==> src/rtl/lc3b_types.sv <==
// Shared types for the LC-3b instruction fetch stage: the machine word,
// the fetch FSM encoding and the {pc, instruction} buffer entry.
package lc3b_types;

  typedef logic [15:0] lc3b_word;

  typedef enum logic [1:0] {
    IDLE   = 2'd0,
    FETCH  = 2'd1,
    SQUASH = 2'd2
  } lc3b_fetch_state;

  typedef struct packed {
    lc3b_word pc;
    lc3b_word instr;
  } fetch_entry_t;

  localparam int unsigned FIFO_DEPTH = 2;
  localparam lc3b_word    RESET_PC   = 16'h0000;
  localparam lc3b_word    PC_STEP    = 16'h0002;

  // Instructions are word aligned, so a redirect target drops bit 0.
  function automatic lc3b_word align_pc(input lc3b_word pc);
    return pc & ~16'h0001;
  endfunction

endpackage

==> src/rtl/fetch_fifo.sv <==
// Two-entry {pc, instruction} buffer between fetch and decode.
// Flush wins over push and pop; a simultaneous push and pop keeps order.
module fetch_fifo
  import lc3b_types::*;
(
  input  logic         clk,
  input  logic         rst_n,
  input  logic         i_push,
  input  logic         i_pop,
  input  logic         i_flush,
  input  fetch_entry_t i_wdata,
  output fetch_entry_t o_head,
  output logic [1:0]   o_count
);

  fetch_entry_t r_mem [FIFO_DEPTH];
  logic         r_wr_ptr;
  logic         r_rd_ptr;
  logic [1:0]   r_count;

  logic w_do_push;
  logic w_do_pop;

  assign w_do_pop  = i_pop && (r_count != 2'd0);
  assign w_do_push = i_push && ((r_count != 2'd2) || w_do_pop);

  // Storage write; contents are qualified by r_count, so they need no reset.
  // NOTE: the data array is deliberately left out of reset - only the
  // pointers and count must be known, and an unreset array maps to plain RAM.
  always_ff @(posedge clk) begin
    if (w_do_push && !i_flush) begin
      r_mem[r_wr_ptr] <= i_wdata;
    end
  end

  // Pointer and occupancy tracking.
  // NOTE: sequential state uses non-blocking (<=) so every flop samples
  // pre-edge values regardless of statement order.
  always_ff @(posedge clk or negedge rst_n) begin
    if (!rst_n) begin
      r_wr_ptr <= 1'b0;
      r_rd_ptr <= 1'b0;
      r_count  <= 2'd0;
    end else if (i_flush) begin
      r_wr_ptr <= 1'b0;
      r_rd_ptr <= 1'b0;
      r_count  <= 2'd0;
    end else begin
      if (w_do_push) r_wr_ptr <= ~r_wr_ptr;
      if (w_do_pop)  r_rd_ptr <= ~r_rd_ptr;
      case ({w_do_push, w_do_pop})
        2'b10:   r_count <= r_count + 2'd1;
        2'b01:   r_count <= r_count - 2'd1;
        default: r_count <= r_count;
      endcase
    end
  end

  assign o_head  = r_mem[r_rd_ptr];
  assign o_count = r_count;

endmodule

==> src/rtl/lc3b_fetch.sv <==
// LC-3b fetch stage: issues instruction reads at req_pc, buffers returned
// words for decode, and handles redirects (squashing any read in flight).
module lc3b_fetch
  import lc3b_types::*;
(
  input  logic     clk,
  input  logic     rst_n,
  output lc3b_word mem_address,
  output logic     mem_read,
  input  lc3b_word mem_rdata,
  input  logic     mem_resp,
  input  logic     redirect,
  input  lc3b_word redirect_pc,
  output logic     ir_load,
  output lc3b_word ir_data,
  output lc3b_word ir_pc,
  input  logic     ir_ready
);

  lc3b_fetch_state r_state;
  lc3b_word        r_req_pc;
  lc3b_word        r_next_pc;

  lc3b_fetch_state w_state_nxt;
  lc3b_word        w_req_pc_nxt;
  lc3b_word        w_target;
  logic            w_push;
  logic            w_pop;
  logic [1:0]      w_count;
  logic [1:0]      w_count_after;
  fetch_entry_t    w_head;
  fetch_entry_t    w_wdata;

  assign w_target      = align_pc(redirect_pc);
  assign w_pop         = ir_load && ir_ready;
  // Occupancy after this edge when a response is pushed in FETCH.
  assign w_count_after = w_count + 2'd1 - {1'b0, w_pop};
  assign w_wdata       = '{pc: r_req_pc, instr: mem_rdata};

  fetch_fifo u_fifo (
    .clk     (clk),
    .rst_n   (rst_n),
    .i_push  (w_push),
    .i_pop   (w_pop),
    .i_flush (redirect),
    .i_wdata (w_wdata),
    .o_head  (w_head),
    .o_count (w_count)
  );

  // Next-state, next request address and push decision.
  // NOTE: every output of this block gets a default first so no path
  // leaves a signal unassigned, which would otherwise infer a latch.
  always_comb begin
    w_state_nxt  = r_state;
    w_req_pc_nxt = r_req_pc;
    w_push       = 1'b0;
    case (r_state)
      IDLE: begin
        if (redirect) begin
          w_req_pc_nxt = w_target;
          w_state_nxt  = FETCH;
        end else if (w_count < 2'd2) begin
          w_state_nxt  = FETCH;
        end
      end
      FETCH: begin
        if (redirect) begin
          if (mem_resp) w_req_pc_nxt = w_target;
          else          w_state_nxt  = SQUASH;
        end else if (mem_resp) begin
          w_push       = 1'b1;
          w_req_pc_nxt = r_req_pc + PC_STEP;
          w_state_nxt  = (w_count_after < 2'd2) ? FETCH : IDLE;
        end
      end
      SQUASH: begin
        if (mem_resp) begin
          w_req_pc_nxt = redirect ? w_target : r_next_pc;
          w_state_nxt  = FETCH;
        end
      end
      default: w_state_nxt = IDLE;
    endcase
  end

  // FSM and request-address registers.
  always_ff @(posedge clk or negedge rst_n) begin
    if (!rst_n) begin
      r_state  <= IDLE;
      r_req_pc <= RESET_PC;
    end else begin
      r_state  <= w_state_nxt;
      r_req_pc <= w_req_pc_nxt;
    end
  end

  // Pending redirect target; the most recent redirect always wins.
  always_ff @(posedge clk or negedge rst_n) begin
    if (!rst_n) begin
      r_next_pc <= RESET_PC;
    end else if (redirect) begin
      r_next_pc <= w_target;
    end
  end

  assign mem_read    = (r_state != IDLE);
  assign mem_address = r_req_pc;
  assign ir_load     = (w_count != 2'd0);
  assign ir_data     = w_head.instr;
  assign ir_pc       = w_head.pc;

endmodule

==> config.mk <==
export PLATFORM = sky130hd
export DESIGN_NAME = lc3b_fetch
export DESIGN_NICKNAME = d
export VERILOG_FILES = /design/src/rtl/lc3b_types.sv /design/src/rtl/fetch_fifo.sv /design/src/rtl/lc3b_fetch.sv
export SDC_FILE = /design/constraint.sdc
export NUM_CORES = 1
export LEC_CHECK = 0
export BUFFER_PORTS_ARGS = -buffer_cell sky130_fd_sc_hd__buf_4
export CORE_MARGIN = 8
export CORE_UTILIZATION = 45
export CTS_CLUSTER_DIAMETER = 200
export DETAILED_ROUTE_END_ITERATION = 10
export PLACE_DENSITY = 0.79
export SYNTH_ARGS = -nofsm -noshare
export SYNTH_HDL_FRONTEND = slang
export SYNTH_SLANG_ARGS = --single-unit
==> constraint.sdc <==
create_clock -name clk -period 5.6 [get_ports clk]
set_clock_uncertainty 0.05 [all_clocks]
set_input_delay 0.28 -clock clk [delete_from_list [all_inputs] [get_ports clk]]
set_output_delay 0.28 -clock clk [all_outputs]
set_load 0.01 [all_outputs]
# After elaboration in Yosys (flattened, before gate mapping)
# Memories as Yosys holds them, arrays and structs flattened.
# Index checks and enable logic that the tools add are counted.
op_classes:
  reduce_logical: 15
  muxes: 26
  add_sub_neg: 4
  n_eq_ne: 11
  bitwise: 2
  n_lt_le_gt_ge: 2
ops:
  columns: ["operator", "n"]
  rows:
  - ["$mux W16", 6]
  - ["$pmux W16 S3", 1]
  - ["$add A16 B2 Y16 const B", 1]
  - ["$mux W2", 7]
  - ["$mux W1", 10]
  - ["$ne A3 B3 Y1 const B", 3]
  - ["$ne A2 B2 Y1 const B", 4]
  - ["$reduce_and A4 Y1", 2]
  - ["$reduce_bool A2 Y1", 4]
  - ["$pmux W2 S3", 1]
  - ["$reduce_bool A3 Y1", 2]
  - ["$eq A2 B1 Y1 const B", 2]
  - ["$eq A2 B2 Y1 const B", 2]
  - ["$logic_and A1 B1 Y1", 4]
  - ["$lt A2 B2 Y1 const B", 2]
  - ["$pmux W2 S2", 1]
  - ["$add A2 B1 Y2 const B", 1]
  - ["$logic_not A2 Y1", 1]
  - ["$not A1 Y1", 2]
  - ["$sub A2 B1 Y2", 1]
  - ["$sub A2 B1 Y2 const B", 1]
  - ["$logic_not A1 Y1", 1]
  - ["$logic_or A1 B1 Y1", 1]
word_totals:
  wordCells: 67
  memories: 1
  reg_bits: 38
  mem_bits_rw: 64
memory_table:
  columns: ["memory", "words", "word_bits", "read_ports", "rd_ports_with_merged_regs", "wr", "line_no", "rtl"]
  rows:
  - ["u_fifo.r_mem", 2, 32, 1, 0, 1, "fetch_fifo.sv:16", "fetch_entry_t r_mem [FIFO_DEPTH];"]

# Logic depth before layout (Yosys ltp)
# Gate-level depths: netlist of run 1.
logic_depth:
  word_depth: 8
  depth_mapped: 8
  ltp_nobuf: 6

# Hierarchy
# A second synthesis of run 1 with hierarchy kept.
hier_totals:
  hier_cells: 351
  area_unflattened_um2: 4687.0
modules_own_cells:
  columns: ["mod", "seq_area_each_um2", "n_inst", "cells_per_inst", "area_per_inst_um2"]
  rows:
  - ["fetch_fifo", 2021.9, 1, 124, 2539.9]
  - ["lc3b_fetch", 850.8, 1, 227, 2147.1]

# Worst setup path after synthesis of run 1
# Ideal clock, no wire load.
synth_timing:
  kind: "flip-flop to flip-flop"
  startpoint: "register r_state[1]"
  endpoint: "memory u_fifo.r_mem[0][0] (netlist bit) (enable)"
  t_arrival_ns: 2.524
  slack_ns: 2.601
  required_time_ns: 5.125
  path_buffers: 0
  stages_incl_launch_ff: 6
  cell_sequence: "dfrtp_1 -> inv_1 -> ha_1 -> nand3b_4 -> a21oi_1 -> nor2b_1"
synth_via:
  elab_chain_len: 6
synth_lines:
  columns: ["item", "line_no", "rtl"]
  rows:
  - ["start: declaration", "lc3b_fetch.sv:20", "lc3b_fetch_state r_state;"]
  - ["start signal: assignment", "lc3b_fetch.sv:93", "r_state <= w_state_nxt;"]
  - ["$eq A2 B1 Y1", "lc3b_fetch.sv:58", "case (r_state)"]
  - ["$mux W1", "lc3b_fetch.sv:58", null]
  - ["$logic_and A1 B1 Y1", "fetch_fifo.sv:25", "assign w_do_push = i_push && ((r_count != 2'd2) || w_do_pop);"]
  - ["$logic_and A1 B1 Y1", "fetch_fifo.sv:31", "if (w_do_push && !i_flush) begin"]
  - ["$mux W1", "fetch_fifo.sv:31", null]
  - ["$mux W1 (not written as such)", "fetch_fifo.sv:32", "r_mem[r_wr_ptr] <= i_wdata;"]
  - ["end: declaration", "fetch_fifo.sv:16", null]
# No other way between the ends.

# Worst setup path in the final report of run 1
layout_timing:
  startpoint: "register r_state[1]"
  endpoint: "memory u_fifo.r_mem[0][7] (netlist bit) (enable)"
# Same word-level chain as after synthesis.

==> summary.md, run 1 <==
| Metric | Value |
|---|---|
| Status | completed |
| Critical path peak fanout | 32 |
| Max-Cap Viols | 0 |
| Die area | 14000 um2 |
| N_diodes | 0 |
| Startpoint types | flop |
| Core Region | approximately 10000 um2 |
| Xor and xnor fraction of the mapped netlist area | 0.00557 |
| Final RePlAce weighted congestion | about 0.86 |
| Global-route wire length before repair | 17.2 mm |
| Worst-path cell chain | inv_1, ha_1, nand3b_4, a21oi_1, nor2b_4 |
| Post-Synthesis Cells | 346 |
| Starting Density | 0.461 |
| Most frequent cells in the layout | buf_4, edfxtp_1, mux2_2 |
| Total gr overflow | 0 |
| Ports | 87 |
| CP Data Required Time | 5.52 ns |
| Cell Int Power | roughly 1.7 mW |
| Setup TNS | 0 ns |
| Critical path's top delay family | simple AND/OR/NAND/NOR gates |
| Drt pass-1 iters | 7 |
| Initial antenna violation count | 0 |
| PortBufs | 85 |
| Leakage | 2.17 nW |
| Seq cells post-synth | ~100 |
| Number of synthesized flops with an enable pin | 64 |
| Grt met2 use | 0.253 |
| Remaining DRCs | 0 |
| Synth-to-layout area growth | 19.9% |
| Placed Area | around 5500 um2 |
| Synth warn | 0 |
| CP endpoint kind | flop |
| Design Area, Final | between 5000 and 6000 um2 |
| Commonest non-fill, non-tap cell in the layout | buf_4 |
| Die Span Y | 118 um |
| CTS Sinks | 102 |
| All-Layer GR Usage | 0.150 |
| Pwr dens | roughly 480 nW/um2 |
| Largest area contributor in the synthesized netlist | edfxtp_1 |
| CP Class | flop to flop |
| Worst-Skew Late Latency | 0.34 ns |
| Synth unique cells | 59 |
| Synth Flop Type | edfxtp_1 |
| Post-Synth Simple-Gate Area | 0.0998 |
| Final Hold Viols | 0 |
| Max Clock Freq | 366 MHz |
| Comb pwr share | 0.428 |
| Layout cells sized above 1 | 0.359 |
| Register clock-pin slew on the reported worst setup and hold paths | 0.10 ns |
| CTS tree | yes |
| Arr. time, crit path | about 2.7 ns |
| GR met1 Demand/Resource | 0.186 |
| Num CTS Buffers | 9 |
| Net Sw Frac | 0.374 |
| Minimum hold slack | 0.0580 ns |
| Sequential Power Share | 0.409 |
| Max stage delay cell, worst path | nor2b_4 |
| Initial drt markers | 194 |
| Period utilization | 0.487 |
| P_sw | a little over 1 mW |
| Synth Area in Compound Gates | 0.117 |
| Met3 usage | 0.0400 |
| Final setup viols | 0 |
| Die Wd | ~120 um |
| Via density | 5.76 |
| Top post-synthesis cells by area | edfxtp_1, dfrtp_1, mux2_2 |
| Hold Path Class | input pin to flop |
| Ys async rst share | 0.373 |
| Max Slew Vio Count | 0 |
| Synthesized area per cell | around 14 um2 |
| Post-Synth Adder-Cell Area | 0.0212 |
| Largest net degree at the start of global routing | 39 |
| Vias in the first global route | 3441 |
| Mux cell area share after synthesis | 0.118 |
| Root buf cell | clkbuf_8 |
| RSZ-0062 raised after global routing | false |
| Clock network power share | 0.163 |
| Final net count | 474 |
| H-Tree Depth | 3 |
| Final Util | 0.552 |
| Synthesized cell area | 4710 um2 |
| Syn Nets | 391 |
| Main combinational cell family by area after synthesis | multiplexers |
| Crit path time final | 2.73 ns |
| Seq/Total Area, Yosys | 0.610 |
| Via count | 3286 |
| Slew of the pin with the lowest slew margin | 0.941 ns |
| Max rail drop VDD | 379 uV |
| # Post-CTS Setup Buffers | 0 |
| Share of the synthesized area in the top cell type | 0.408 |
| CTS Buffer Depth | 2 |
| Slowest Stage Delay on Critical Path | 0.84 ns |
| Cell row count | 37 |
| Final antenna-violating net count | 0 |
| Gr busiest metal | met2 |
| Hpwl dp | 7.30 mm |
| Post-cts resize count | 0 |
| Slew HR | 0.371 |
| Wirelength, routed | 10.6 mm |
| Worst path bufs/invs | 1 |
| Avg WL per Cell | 18.6 um |
## registers in the layout (all words and copies together), names as in the netlist
| name | flops |
|---|---|
| mem_address | 16 |
| u_fifo.r_rd_ptr | 1 |
| r_next_pc | 16 |
| r_state | 2 |
| u_fifo.r_wr_ptr | 1 |
| u_fifo.r_mem | 64 |
| u_fifo.o_count | 2 |
## final timing paths
path                                             start                            end  slack (ns)  cells past startpoint
worst max-delay path            r_state[1]$_DFFE_PN0P_   u_fifo.r_mem[0][7]$_DFFE_PP_        2.87                      5
worst min-delay path                     mem_rdata[13]  u_fifo.r_mem[0][13]$_DFFE_PP_        0.06                      1
worst max register to register  r_state[1]$_DFFE_PN0P_   u_fifo.r_mem[0][7]$_DFFE_PP_        2.87                      5
worst min register to register  r_next_pc[0]$_DFF_PN0_         r_next_pc[0]$_DFF_PN0_        0.45                      2
max in group asynchronous                        rst_n     mem_address[3]$_DFFE_PN0P_        4.75                      2
min in group asynchronous                        rst_n        r_next_pc[12]$_DFF_PN0_        0.38                      2
## power by group through the flow
stage / Clock, mW / Sequential [mW] / Combinational (mW)
global placement: 0 / 1.11 / 1.13
CTS: 0.454 / 1.11 / 1.16
global route: 0.482 / 1.13 / 1.28
detailed placement: 0 / 1.12 / 1.16
floorplan: 0 / 1.09 / 0.766
finish: 0.441 / 1.11 / 1.16
## metal layers
layer	vias to the layer above	share of wire
met5	-	0
met2	154	0.50
met4	0	0.011
li1	1498	-
met3	12	0.076
met1	1622	0.42
## repair_timing
| item | CTS | global route |
|---|---|---|
| hold buffers | 1 | 0 |
| endpoints found under the setup margin | 0 | 0 |
| endpoints found under the hold margin | 38 | 0 |
## cells in the mapped netlist, types with 7 or more instances
library cell,number
edfxtp_1,64
nor4_1,7
nor3_1,7
ha_1,8
dfrtp_1,38
nand2_1,11
o21ai_0,16
buf_2,7
inv_1,12
mux2_2,46
nor2_1,20
nand3_1,7
## stage by stage
| stage | total power [mW] | instances | worst slack (ns) |
|---|---|---|---|
| detailed placement | 2.28 | 553 | 2.84 |
| floorplan | 1.86 | 346 | 2.60 |
| global route | 2.88 | 570 | 2.64 |
| CTS | 2.72 | 570 | 2.80 |
| global placement | 2.24 | 553 | 2.93 |
| finish | 2.71 | 570 | 2.87 |
## cell families after synthesis
kind of cell / after synthesis
flip-flops: 102
adder cells (fa/ha/maj): 8
buffers and inverters: 28
AND/OR/NAND/NOR: 83
AO/OA/AOI/OAI: 73
multiplexers: 49
XOR/XNOR: 3
## final cells by class
type | instances | area [um2]
Clock buffer | 12 | 135
Clock inverter | 4 | 48.8
Fill cell | 857 | 4580
Inverter | 12 | 45.0
Multi-Input combinational cell | 216 | 1720
Sequential cell | 102 | 2870
Tap cell | 136 | 170
Timing Repair Buffer | 88 | 663
Power figures use the tool's default switching activity.
==> run 2: changes to the inputs <==
- PLACE_DENSITY: 0.79 -> 0.81
- clock period: 5.6 -> 2.3 ns (I/O delays scaled with it)
==> summary.md, run 2 (synthesis gave the netlist of run 1 again) <==
| Metric | Value |
|---|---|
| RSZ-0062 raised after global routing | false |
| Largest net degree at the start of global routing | 39 (unchanged) |
| Design Area, Final | 6080 um2 (+7.6%) |
| CP Data Required Time | 2.31 ns (-3.21 ns) |
| Die area | 14000 um2 (unchanged) |
| Final Hold Viols | 0 (unchanged) |
| Critical path peak fanout | 32 (unchanged) |
| Initial antenna violation count | 0 (unchanged) |
| CTS Sinks | 102 (unchanged) |
| Num CTS Buffers | 9 (unchanged) |
| Max Slew Vio Count | 0 (unchanged) |
| Vias in the first global route | 3493 (+1.5%) |
| Largest register FFs | 64 (unchanged) |
| Drt pass-1 iters | 4 (-3) |
| Critical path's top delay family | flip-flops |
| Synth-to-layout area growth | 29.0% |
| Die Span Y | 118 um (unchanged) |
| Crit path time final | 2.15 ns (-0.581 ns) |
| Hold Path Class | input pin to flop |
| PortBufs | 85 (unchanged) |
| Worst-Skew Late Latency | 0.36 ns (+0.02 ns) |
| Layout cells sized above 1 | 0.362 (+0.00266) |
| Commonest non-fill, non-tap cell in the layout | buf_4 |
| Final antenna-violating net count | 0 (unchanged) |
| Remaining DRCs | 0 (unchanged) |
| Slew HR | 0.648 (+0.276) |
| Slew of the pin with the lowest slew margin | 0.524 ns (-0.417 ns) |
| Placed Area | 5570 um2 (+2.1%) |
| N_diodes | 0 (unchanged) |
| CTS Buffer Depth | 2 (unchanged) |
| Avg WL per Cell | 17.9 um (-3.6%) |
| Register clock-pin slew on the reported worst setup and hold paths | 0.10 ns (about the same) |
| Period utilization | 0.934 (+0.447) |
| Setup TNS | 0 ns (unchanged) |
| Starting Density | 0.461 (unchanged) |
| Met2 routed WL | 5.53 mm (+5.1%) |
| Pwr dens | 1110 nW/um2 (+130%) |
| Hpwl dp | 7.67 mm (+5.1%) |
| All-Layer GR Usage | 0.154 (+0.00390) |
| CP Class | flop to flop |
| Largest reg by FF count | u_fifo.r_mem |
| Max stage delay cell, worst path | dfrtp_1 |
| M1 wire length | 4.66 mm (+6.0%) |
| Max rail drop VDD | 597 uV (+58%) |
| # Post-CTS Setup Buffers | 0 (unchanged) |
| Cell row count | 37 (unchanged) |
| Final RePlAce weighted congestion | 0.905 (+5.7%) |
| CP endpoint kind | flop |
| Initial drt markers | 315 (+62%) |
| Global-route wire length before repair | 17.6 mm (+2.7%) |
| Slowest Stage Delay on Critical Path | 0.42 ns (-0.42 ns) |
| Root buf cell | clkbuf_8 |
| Wirelength, routed | 10.9 mm (+3.3%) |
| Max Clock Freq | 465 MHz (+27%) |
| Status | completed |
| Total gr overflow | 0 (unchanged) |
| Via density | 5.48 (-5.0%) |
| Core Region | 10200 um2 (unchanged) |
| Via count | 3347 (+1.9%) |
| Arr. time, crit path | 2.16 ns (-0.49 ns) |
| Final setup viols | 0 (unchanged) |
| CTS tree | yes |
| Startpoint types | flop |
| Most frequent cells in the layout | buf_4, edfxtp_1, mux2_2 |
| Die Wd | 118 um (unchanged) |
| Worst path bufs/invs | 2 (+1) |
| Top sig layer | met4 |
| Final net count | 515 (+8.6%) |
| Leakage | 2.37 nW (+9.3%) |
| Ports | 87 (unchanged) |
| Wire length on met3 | 640 um (-20%) |
| H-Tree Depth | 3 (unchanged) |
| Max-Cap Viols | 0 (unchanged) |
| Worst-path cell chain | inv_1, ha_2, nand3b_4, a21oi_1, nor2b_4, buf_12 |
[run 2: worst paths after layout]
path / startpoint / endpoint / slack [ns] / cells past startpoint
max in group asynchronous: rst_n / r_next_pc[2]$_DFF_PN0_ / 1.65 / 2
min in group asynchronous: rst_n / r_next_pc[9]$_DFF_PN0_ / 0.20 / 2
min reg2reg: r_next_pc[0]$_DFF_PN0_ / r_next_pc[0]$_DFF_PN0_ / 0.44 / 2
max: r_state[1]$_DFFE_PN0P_ / u_fifo.r_mem[0][30]$_DFFE_PP_ / 0.15 / 6
min: mem_resp / mem_address[0]$_DFFE_PN0P_ / 0.06 / 3
max reg2reg: r_state[1]$_DFFE_PN0P_ / u_fifo.r_mem[0][30]$_DFFE_PP_ / 0.15 / 6
[run 2: layout make-up]
cell class	instances	area (um2)
Fill cell	801	4150
Sequential cell	102	2870
Multi-Input combinational cell	216	1720
Timing Repair Buffer	129	1090
Tap cell	136	170
Clock buffer	9	124
Clock inverter	7	62.6
Inverter	12	45.0
[run 2: power by group]
part           switching (mW)  internal, mW  total [mW]
Sequential              0.349          2.33        2.68
Clock                   0.652         0.419        1.07
Combinational            1.56          1.44        3.00
[run 2: stage by stage]
stage	power (mW)	setup WS (ns)	util	hold WS, ns	std cells
after floorplan	4.53	0.231	-	-0.231	346
after global placement	5.56	0.150	0.544	0.0658	563
after detailed placement	5.66	0.0632	0.544	0.0701	563
after CTS	6.79	0.0401	0.594	0.0440	611
after global routing	7.16	0.0858	0.594	0.0679	611
final	6.75	0.152	0.594	0.0576	611
[run 2: routing by layer]
layer,up-vias,global-route usage
li1,1587,-
met1,1624,0.184
met2,123,0.269
met3,13,0.0324
met4,0,0.0592
met5,-,0
[run 2: worst min-delay path, stage by stage]
cell     delay [ns]
buf_4          0.13
o21ai_0        0.10
o41ai_1        0.09
[run 2: timing repair]
item,4_1_cts,5_1_grt
setup endpoints to repair,0,66
hold endpoints to repair,89,0
gates resized for setup,0,1
hold buffers,32,0
